File: src/rtl/jk_counter_pkg.sv
// Shared encodings for the JK counter bank: mode select values and per-cell JK actions.
// Used by jk_cell and jk_counter_bank.
package jk_counter_pkg;

    typedef enum logic [1:0] {
        MODE_HOLD = 2'd0,
        MODE_JK   = 2'd1,
        MODE_UP   = 2'd2,
        MODE_DOWN = 2'd3
    } mode_e;

    // JK actions, encoded as the pair {j, k}
    localparam logic [1:0] JK_HOLD = 2'b00;
    localparam logic [1:0] JK_CLR  = 2'b01;
    localparam logic [1:0] JK_SET  = 2'b10;
    localparam logic [1:0] JK_TOG  = 2'b11;

endpackage

File: src/rtl/jk_cell.sv
// One edge-triggered JK bit with synchronous active-low reset and a forced parallel load.
// Load takes priority over the JK action so the bank can clamp or wrap in one edge.
module jk_cell
    import jk_counter_pkg::*;
(
    input  logic C,
    input  logic RESETn,
    input  logic rst_val,
    input  logic ld,
    input  logic d,
    input  logic j,
    input  logic k,
    output logic q,
    output logic qn
);

    always_ff @(posedge C) begin
        if (!RESETn) begin
            q <= rst_val;
        end else if (ld) begin
            q <= d;
        end else begin
            case ({j, k})
                JK_SET:  q <= 1'b1;
                JK_CLR:  q <= 1'b0;
                JK_TOG:  q <= ~q;
                default: q <= q;
            endcase
        end
    end

    assign qn = ~q;

endmodule

File: src/rtl/jk_counter_bank.sv
// WIDTH-bit register of JK cells: hold, raw JK, count up/down with modulus MAX_COUNT, parallel load.
// Define JK_COUNTER_SATURATE_EN to saturate at the limits instead of wrapping (WRAP then stays 0).
module jk_counter_bank
    import jk_counter_pkg::*;
#(
    parameter int WIDTH     = 8,
    parameter int MAX_COUNT = 2**WIDTH - 1,
    parameter int RESET_VAL = 0
) (
    input  logic             C,
    input  logic             RESETn,
    input  logic             EN,
    input  logic [1:0]       MODE,
    input  logic [WIDTH-1:0] J,
    input  logic [WIDTH-1:0] K,
    input  logic             LOAD,
    input  logic [WIDTH-1:0] D,
    output logic [WIDTH-1:0] Q,
    output logic [WIDTH-1:0] Qn,
    output logic             TC,
    output logic             WRAP
);

    localparam logic [WIDTH-1:0] MAX_Q = WIDTH'(MAX_COUNT);
    localparam logic [WIDTH-1:0] RST_Q = WIDTH'(RESET_VAL);

    logic             at_max;
    logic             at_zero;
    logic [WIDTH-1:0] up_t;
    logic [WIDTH-1:0] dn_t;
    logic [WIDTH-1:0] cell_j;
    logic [WIDTH-1:0] cell_k;
    logic             force_ld;
    logic [WIDTH-1:0] force_d;
    logic             wrap_next;
    logic             wrap_q;

    // True when every bit of v below position i is set (the ripple carry into bit i)
    function automatic logic all_below(input logic [WIDTH-1:0] v, input int i);
        logic r;
        r = 1'b1;
        for (int b = 0; b < WIDTH; b++) begin
            if (b < i) r = r & v[b];
        end
        return r;
    endfunction

    assign at_max  = (Q >= MAX_Q);
    assign at_zero = (Q == '0);

    always_comb begin
        up_t = '0;
        dn_t = '0;
        for (int i = 0; i < WIDTH; i++) begin
            up_t[i] = all_below(Q, i);
            dn_t[i] = all_below(Qn, i);
        end
    end

    // Limit crossings bypass the toggle chain and go through the cells' forced load
    always_comb begin
        cell_j    = '0;
        cell_k    = '0;
        force_ld  = 1'b0;
        force_d   = Q;
        wrap_next = 1'b0;
        if (LOAD) begin
            force_ld = 1'b1;
            force_d  = (D > MAX_Q) ? MAX_Q : D;
        end else if (EN) begin
            case (MODE)
                MODE_JK: begin
                    cell_j = J;
                    cell_k = K;
                end
                MODE_UP: begin
                    if (at_max) begin
                        force_ld = 1'b1;
`ifdef JK_COUNTER_SATURATE_EN
                        force_d  = MAX_Q;
`else
                        force_d   = '0;
                        wrap_next = 1'b1;
`endif
                    end else begin
                        cell_j = up_t;
                        cell_k = up_t;
                    end
                end
                MODE_DOWN: begin
                    if (at_zero) begin
                        force_ld = 1'b1;
`ifdef JK_COUNTER_SATURATE_EN
                        force_d  = '0;
`else
                        force_d   = MAX_Q;
                        wrap_next = 1'b1;
`endif
                    end else begin
                        cell_j = dn_t;
                        cell_k = dn_t;
                    end
                end
                default: begin
                    cell_j = '0;
                    cell_k = '0;
                end
            endcase
        end
    end

    for (genvar i = 0; i < WIDTH; i++) begin : g_cell
        jk_cell u_cell (
            .C       (C),
            .RESETn  (RESETn),
            .rst_val (RST_Q[i]),
            .ld      (force_ld),
            .d       (force_d[i]),
            .j       (cell_j[i]),
            .k       (cell_k[i]),
            .q       (Q[i]),
            .qn      (Qn[i])
        );
    end

    always_ff @(posedge C) begin
        if (!RESETn) begin
            wrap_q <= 1'b0;
        end else begin
            wrap_q <= wrap_next;
        end
    end

    assign WRAP = wrap_q;

    // Combinational carry for cascading; still flags the limit in the saturating build
    assign TC = EN & ~LOAD & (((MODE == MODE_UP) & at_max) | ((MODE == MODE_DOWN) & at_zero));

endmodule

File: config.mk
export PLATFORM = sky130hd
export DESIGN_NAME = jk_counter_bank
export DESIGN_NICKNAME = d
export VERILOG_FILES = /design/src/rtl/jk_counter_pkg.sv /design/src/rtl/jk_cell.sv /design/src/rtl/jk_counter_bank.sv
export SDC_FILE = /design/constraint.sdc
export NUM_CORES = 1
export LEC_CHECK = 0
export ABC_AREA = 1
export CAP_MARGIN = 0
export CELL_PAD_IN_SITES_DETAIL_PLACEMENT = 0
export CELL_PAD_IN_SITES_GLOBAL_PLACEMENT = 2
export CORE_ASPECT_RATIO = 1.4
export CORE_MARGIN = 4
export CORE_UTILIZATION = 20
export DETAILED_ROUTE_END_ITERATION = 6
export PLACE_DENSITY = 0.86
export SYNTH_ARGS = -nofsm -noshare
export SYNTH_HDL_FRONTEND = slang
export SYNTH_SLANG_ARGS = --single-unit
File: constraint.sdc
create_clock -name C -period 1.9 [get_ports C]
set_input_delay 0.19 -clock C [delete_from_list [all_inputs] [get_ports C]]
set_output_delay 0.19 -clock C [all_outputs]
set_load 0.1 [all_outputs]
==> results of run 1 <==
worst max-delay path, cell delays in order, from the launching register on:
cell	delay (ns)
dfxtp_1	0.35
nor2_1	0.18
nand2_2	0.10
nor2_2	0.13
nand2_1	0.06
nand2_1	0.08
nand2_2	0.09
nor2_2	0.15
buf_12	0.19
cell usage after synthesis, types with 2 or more instances:
cell type   n
nand2_1    73
a21oi_2     5
inv_1      18
buf_2       2
nand2_2     3
buf_4      17
nand4_1     5
a21oi_1     4
nor2_2      3
nor2_1     21
dfxtp_1     9
o21ai_0     2
nand3_1    34
layer usage:
layer  wire length (um)  GRT usage  vias up
li1                   -          -      711
met1               1543     0.1293      560
met2               1866     0.1955       43
met3                193    0.01242        2
met4                 29    0.03473        0
met5                  0          0        -
logic make-up (layout without fill, tap and decap cells):
logic type / count (synthesis) / in the layout / share of synthesized area
AND/OR/NAND/NOR: 145 / 145 / 0.5722
buffers and inverters: 39 / 74 / 0.2002
AO/OA/AOI/OAI: 12 / 12 / 0.07002
flip-flops: 9 / 9 / 0.1575
flip-flops by register name, summed over array words and instances, names as in the netlist:
signal,cells
g_cell.u_cell.q,8
WRAP,1
worst min-delay path by stage:
| stage | from | endpoint | cells after the start | slack, ns |
|---|---|---|---|---|
| 2_1_floorplan | EN | WRAP | 2 | 0.38 |
| 3_3_place_gp | g_cell[0].u_cell.q | g_cell[0].u_cell.q | 2 | 0.58 |
| 3_5_place_dp | g_cell[4].u_cell.q | g_cell[4].u_cell.q | 2 | 0.58 |
| 4_1_cts | g_cell[4].u_cell.q | g_cell[4].u_cell.q | 2 | 0.58 |
| 5_1_grt | g_cell[4].u_cell.q | g_cell[4].u_cell.q | 2 | 0.55 |
| 6_report | g_cell[4].u_cell.q | g_cell[4].u_cell.q | 2 | 0.53 |
metrics by stage:
stage	instances	cell area (um2)
3_3_place_gp	304	1558
4_1_cts	308	1604
3_5_place_dp	304	1558
5_1_grt	308	1607
2_1_floorplan	205	1146
6_report	308	1607
layout make-up:
cell class,instances,share of cell area
Sequential cell,9,0.1137
Inverter,18,0.04206
Timing Repair Buffer,52,0.3037
Multi-Input combinational cell,157,0.4587
Clock buffer,3,0.02570
Tap cell,68,0.05296
Clock inverter,1,0.003115
where the power goes:
part	switching [W]	internal [W]
sequential	0.0000218	0.000204
combinational	0.000356	0.000155
clock	0.0000803	0.000143
==> results.py, run 1 <==
metrics = {
    "floorplanning": {
        "core_mm2": 0.005525,
        "floorplan.die.height_um": 97.47,
        "start_util": 0.2070,
        "dieArea_mm2": 0.007009,
        "num_rows": 32,
        "top_level_ports": 48,
        "die_w_um": 71.91,
    },
    "cells_and_area": {
        "final_common_cell": "nand2_1",
        "area_delta_synth_final_pct": 40.48,
        "fin_util": 0.2908,
        "post_route_cells_drive_above_1_share": 0.1875,
        "fillers": 668,
        "most-common-layout-cells": "73 x nand2_1, 34 x nand3_1, 29 x clkdlybuf4s50_1, 21 x buf_4, 20 x nor2_1",
        "multiInputGateArea_um2": 737.0,
        "num-nets-final": 271,
        "seq_area_um2": 182.7,
        "insertedDiodeCount": 0,
    },
    "power": {
        "vdd_ir_drop_max_v": 0.0001812,
        "static-leakage-power_nw": 0.7503,
        "power-per-cell-area_mw_per_mm2": 598.5,
        "power_w": 0.0009616,
    },
    "cts": {
        "clkLatencyLatePin_ns": 0.24,
        "cts-root-buf": "clkbuf_8",
        "cts_max_path_buffers": 2,
        "cts_resized": 0,
        "clk_pin_slew_worst_paths_ns": 0.05,
        "post-cts-setup-buffers": 0,
        "clock_sinks": 9,
        "cts-htree-levels": 1,
        "cts-hold-fix-buffers": 0,
        "cts_tree": "built",
        "tritoncts.num_buffers": 3,
    },
    "yosys": {
        "synthesis.yosys.warnings": 0,
        "asyncSetResetFlopFracSynth": 0,
        "ys_types": 22,
        "syn_inst_count": 205,
        "syn_area_mm2": 0.001144,
        "synthDominantCellAreaShare": 0.2396,
        "synth_edf_count": 0,
        "syn_area_per_cell_um2": 5.579,
        "synth.largest_area_cell": "nand2_1",
        "post_synth_main_area_contributors": "nand2_1 24%, dfxtp_1 16%, nand3_1 15%",
        "ys_dominant_reg_cell": "dfxtp_1",
        "postSynthNetCount": 235,
        "synth.yosys.seq_area_share": 0.1575,
        "synth.ff_latch_count": 9,
    },
    "global_routing": {
        "grt_pass1_wl_um": 6058,
        "grt.total_usage": 0.1082,
        "grt_antenna_before_repair": 0,
        "grt_pass1_vias": 1284,
        "grt-ovfl-total": 0,
        "grt_start_max_net_pins": 18,
    },
    "setup_path": {
        "cp-end-kind": "primary output",
        "critical_path_peak_fanout": 5,
        "depth_of_the_most_critical_reg_to_reg_path": 11,
        "worst-r2r-setup-slack_ns": 0.33,
        "startpoint_of_the_most_critical_register_to_register_path": "g_cell[1].u_cell.q",
        "critPathRequiredTime_ns": 1.71,
        "critPathArrivalTime_ns": 1.56,
        "cp-startpoint": "g_cell[1].u_cell.q",
        "crit_path_end": "TC",
        "r2r-end": "g_cell[1].u_cell.q",
        "worst-setup-path-type": "reg -> out",
        "critical_path.startpoint_type": "flip-flop",
    },
    "timing": {
        "finalClockSkew_ns": 0.008277,
        "layout_worst_path_cycle_share": 0.9204,
        "finalHoldViolations": 0,
        "layout_min_cycle_time_ns": 1.749,
        "setup_repair_after_global_routing_missed_its_margin": "false",
        "timing.final.ws_setup_ns": 0.1513,
        "max_slew_margin": 0.7732,
        "slew_viol_final": 0,
        "fmax_ghz": 0.5718,
        "hold_slack_ns": 0.5301,
        "finalSetupViolCount": 0,
        "setup_total_negative_slack_ns": 0,
        "worst-slew-pin-transition_ns": 0.3371,
    },
    "placement": {
        "preCtsSetupSlack_ns": 0.09721,
        "place.gp.congestion": 0.8144,
        "io_buffers": 47,
        "detailedPlacementHpwl_um": 3080,
    },
    "route": {
        "detailroute.via_count": 1316,
        "count_of_antenna_violating_nets_left_after_detailed_routing": 0,
        "wire_per_inst_um": 11.79,
        "finalWirelength_um": 3632,
        "drt_pre_antenna_iters": 4,
        "drtIter0Drc": 58,
        "post_drt_via_cell_ratio": 4.273,
        "detail_route.drc_violations": 0,
    },
    "worst_hold_path": {
        "worst_hold_path_type": "reg -> reg",
    },
    "flow_run": {
        "drv_cap": 0,
    },
    "run_status": {
        "outcome": "finished clean",
    },
}
No activity file was read; power rests on OpenSTA's default activity.
==> inputs of run 2 (changes only) <==
Settings changed: SETUP_SLACK_MARGIN set to 0.05.
==> run 2 against run 1 <==
  * Worst setup slack improved by 0.017 ns
  * Core utilization increased by 0.14 points
  * Largest power group unchanged
  * Highest routed layer unchanged
  * Register-to-register slack about the same
==> results.py, run 2 (same netlist as run 1, synthesis figures left out) <==
metrics = {
    "global_routing": {
        "grt.total_usage": 0.1091,
        "grt_start_max_net_pins": 18,
        "grt-ovfl-total": 0,
        "grt_pass1_wl_um": 6051,
        "grt_pass1_vias": 1288,
        "grt_antenna_before_repair": 0,
    },
    "timing": {
        "layout_min_cycle_time_ns": 1.731,
        "setup_repair_after_global_routing_missed_its_margin": "false",
        "layout_worst_path_cycle_share": 0.9113,
        "finalHoldViolations": 0,
        "setup_total_negative_slack_ns": 0,
        "worst-slew-pin-transition_ns": 0.4126,
        "slew_viol_final": 0,
        "finalClockSkew_ns": 0.002475,
        "max_slew_margin": 0.7224,
        "finalSetupViolCount": 0,
        "fmax_ghz": 0.5776,
    },
    "floorplanning": {
        "floorplan.die.height_um": 97.47,
        "die_w_um": 71.91,
        "core_mm2": 0.005525,
        "num_rows": 32,
        "top_level_ports": 48,
        "start_util": 0.2070,
        "dieArea_mm2": 0.007009,
    },
    "route": {
        "detail_route.drc_violations": 0,
        "detailroute.via_count": 1289,
        "count_of_antenna_violating_nets_left_after_detailed_routing": 0,
        "wire_per_inst_um": 11.95,
        "drt_pre_antenna_iters": 4,
        "post_drt_via_cell_ratio": 4.185,
        "finalWirelength_um": 3680,
        "drtIter0Drc": 48,
    },
    "cells_and_area": {
        "num-nets-final": 271,
        "number_of_flip_flops_in_the_largest_register": 8,
        "most_flop_heavy_register": "g_cell.u_cell.q",
        "fin_util": 0.2921,
        "fillers": 627,
        "most-common-layout-cells": "73 x nand2_1, 34 x nand3_1, 29 x clkdlybuf4s50_1, 21 x buf_4, 19 x nor2_1",
        "area_delta_synth_final_pct": 41.14,
        "post_route_cells_drive_above_1_share": 0.1917,
        "instances_no_fill": 308,
        "multiInputGateArea_um2": 744.5,
        "final_common_cell": "nand2_1",
        "insertedDiodeCount": 0,
        "seq_area_um2": 183.9,
    },
    "setup_path": {
        "critPathRequiredTime_ns": 1.71,
        "startpoint_of_the_most_critical_register_to_register_path": "g_cell[7].u_cell.q",
        "depth_of_the_most_critical_reg_to_reg_path": 10,
        "critical_path_peak_fanout": 6,
        "critical_path.startpoint_type": "flip-flop",
        "worst-r2r-setup-slack_ns": 0.32,
        "worst-setup-path-type": "reg -> out",
        "crit_path_end": "TC",
        "cp-startpoint": "g_cell[7].u_cell.q",
        "r2r-end": "g_cell[1].u_cell.q",
        "critPathArrivalTime_ns": 1.54,
        "cp-end-kind": "primary output",
    },
    "cts": {
        "clk_pin_slew_worst_paths_ns": 0.05,
        "clock_sinks": 9,
        "cts-htree-levels": 1,
        "cts_tree": "built",
        "cts-root-buf": "clkbuf_8",
        "tritoncts.num_buffers": 3,
        "clkLatencyLatePin_ns": 0.23,
        "cts_max_path_buffers": 2,
    },
    "power": {
        "net-switching-power_w": 0.0004517,
        "power-per-cell-area_mw_per_mm2": 593.9,
        "combinational_group_share_of_total_power": 0.533,
        "power.share.sequential": 0.239,
        "cell_internal_pwr_w": 0.0005068,
        "p_sw_frac": 0.4713,
        "static-leakage-power_nw": 0.7486,
        "vdd_ir_drop_max_v": 0.0001579,
        "clock_power_share": 0.227,
    },
    "worst_hold_path": {
        "worst_hold_path_type": "reg -> reg",
    },
    "placement": {
        "io_buffers": 47,
        "place.gp.congestion": 0.7455,
        "detailedPlacementHpwl_um": 3095,
        "placed_cells_incl_taps": 304,
    },
    "flow_run": {
        "drv_cap": 0,
    },
    "run_status": {
        "outcome": "finished clean",
    },
}
run 2: cell types whose count changed in the layout (fill, tap and decap cells not counted), sizes merged:
cell / delta
clkbuf: +1
clkinv: -1
run 2: timing repair:
item                       CTS  global route
hold buffers                 0             0
resized for setup            0             4
setup endpoints to repair    0             1
buffers inserted             0             0
run 2: layout make-up:
class | instances | share of cell area
Clock buffer | 4 | 0.02791
Tap cell | 68 | 0.05271
Sequential cell | 9 | 0.1140
Multi-Input combinational cell | 157 | 0.4612
Timing Repair Buffer | 52 | 0.3023
Inverter | 18 | 0.04186
run 2: critical path: stages, from the launching register on:
cell and delay, ns:
dfxtp_1 0.44, nand2_1 0.12, nor2_2 0.19, nand3_2 0.08, nand2_1 0.08, nand2_2 0.10, nor2_4 0.12, buf_12 0.18
run 2: metal layers:
layer | up-vias | part of all wire | GRT usage | routed length [um]
li1 | 710 | - | - | -
met1 | 539 | 0.44 | 0.1388 | 1628
met2 | 38 | 0.50 | 0.1813 | 1829
met3 | 2 | 0.046 | 0.01553 | 168
met4 | 0 | 0.015 | 0.04342 | 54
met5 | - | 0 | 0 | 0
run 2: worst min path at each step:
| stage | startpoint | end | cells past startpoint |
|---|---|---|---|
| final | g_cell[4].u_cell.q | g_cell[4].u_cell.q | 2 |
| after global routing | g_cell[0].u_cell.q | g_cell[0].u_cell.q | 2 |
| after CTS | g_cell[4].u_cell.q | g_cell[4].u_cell.q | 2 |
| after detailed placement | g_cell[0].u_cell.q | g_cell[0].u_cell.q | 2 |
| after global placement | g_cell[4].u_cell.q | g_cell[4].u_cell.q | 2 |
| after floorplan | EN | WRAP | 2 |
run 2: stage by stage:
stage	hold WS, ns	total power [W]	area, um2	setup slack, ns
after floorplan	0.4050	0.0006277	1151	0.3468
after global placement	0.5983	0.0007480	1563	0.1852
after detailed placement	0.5986	0.0007457	1563	0.1533
after CTS	0.6086	0.0009690	1608	0.08988
after global routing	0.5739	0.001021	1614	0.06992
final	0.5451	0.0009585	1614	0.1686
run 2: power groups by stage:
stage	logic, W	clock network (W)	registers [W]
finish	0.000511	0.000218	0.000229
global route	0.000549	0.000239	0.000233
floorplan	0.000404	0	0.000223
CTS	0.000515	0.000225	0.000228
global placement	0.000516	0	0.000232
detailed placement	0.000514	0	0.000232
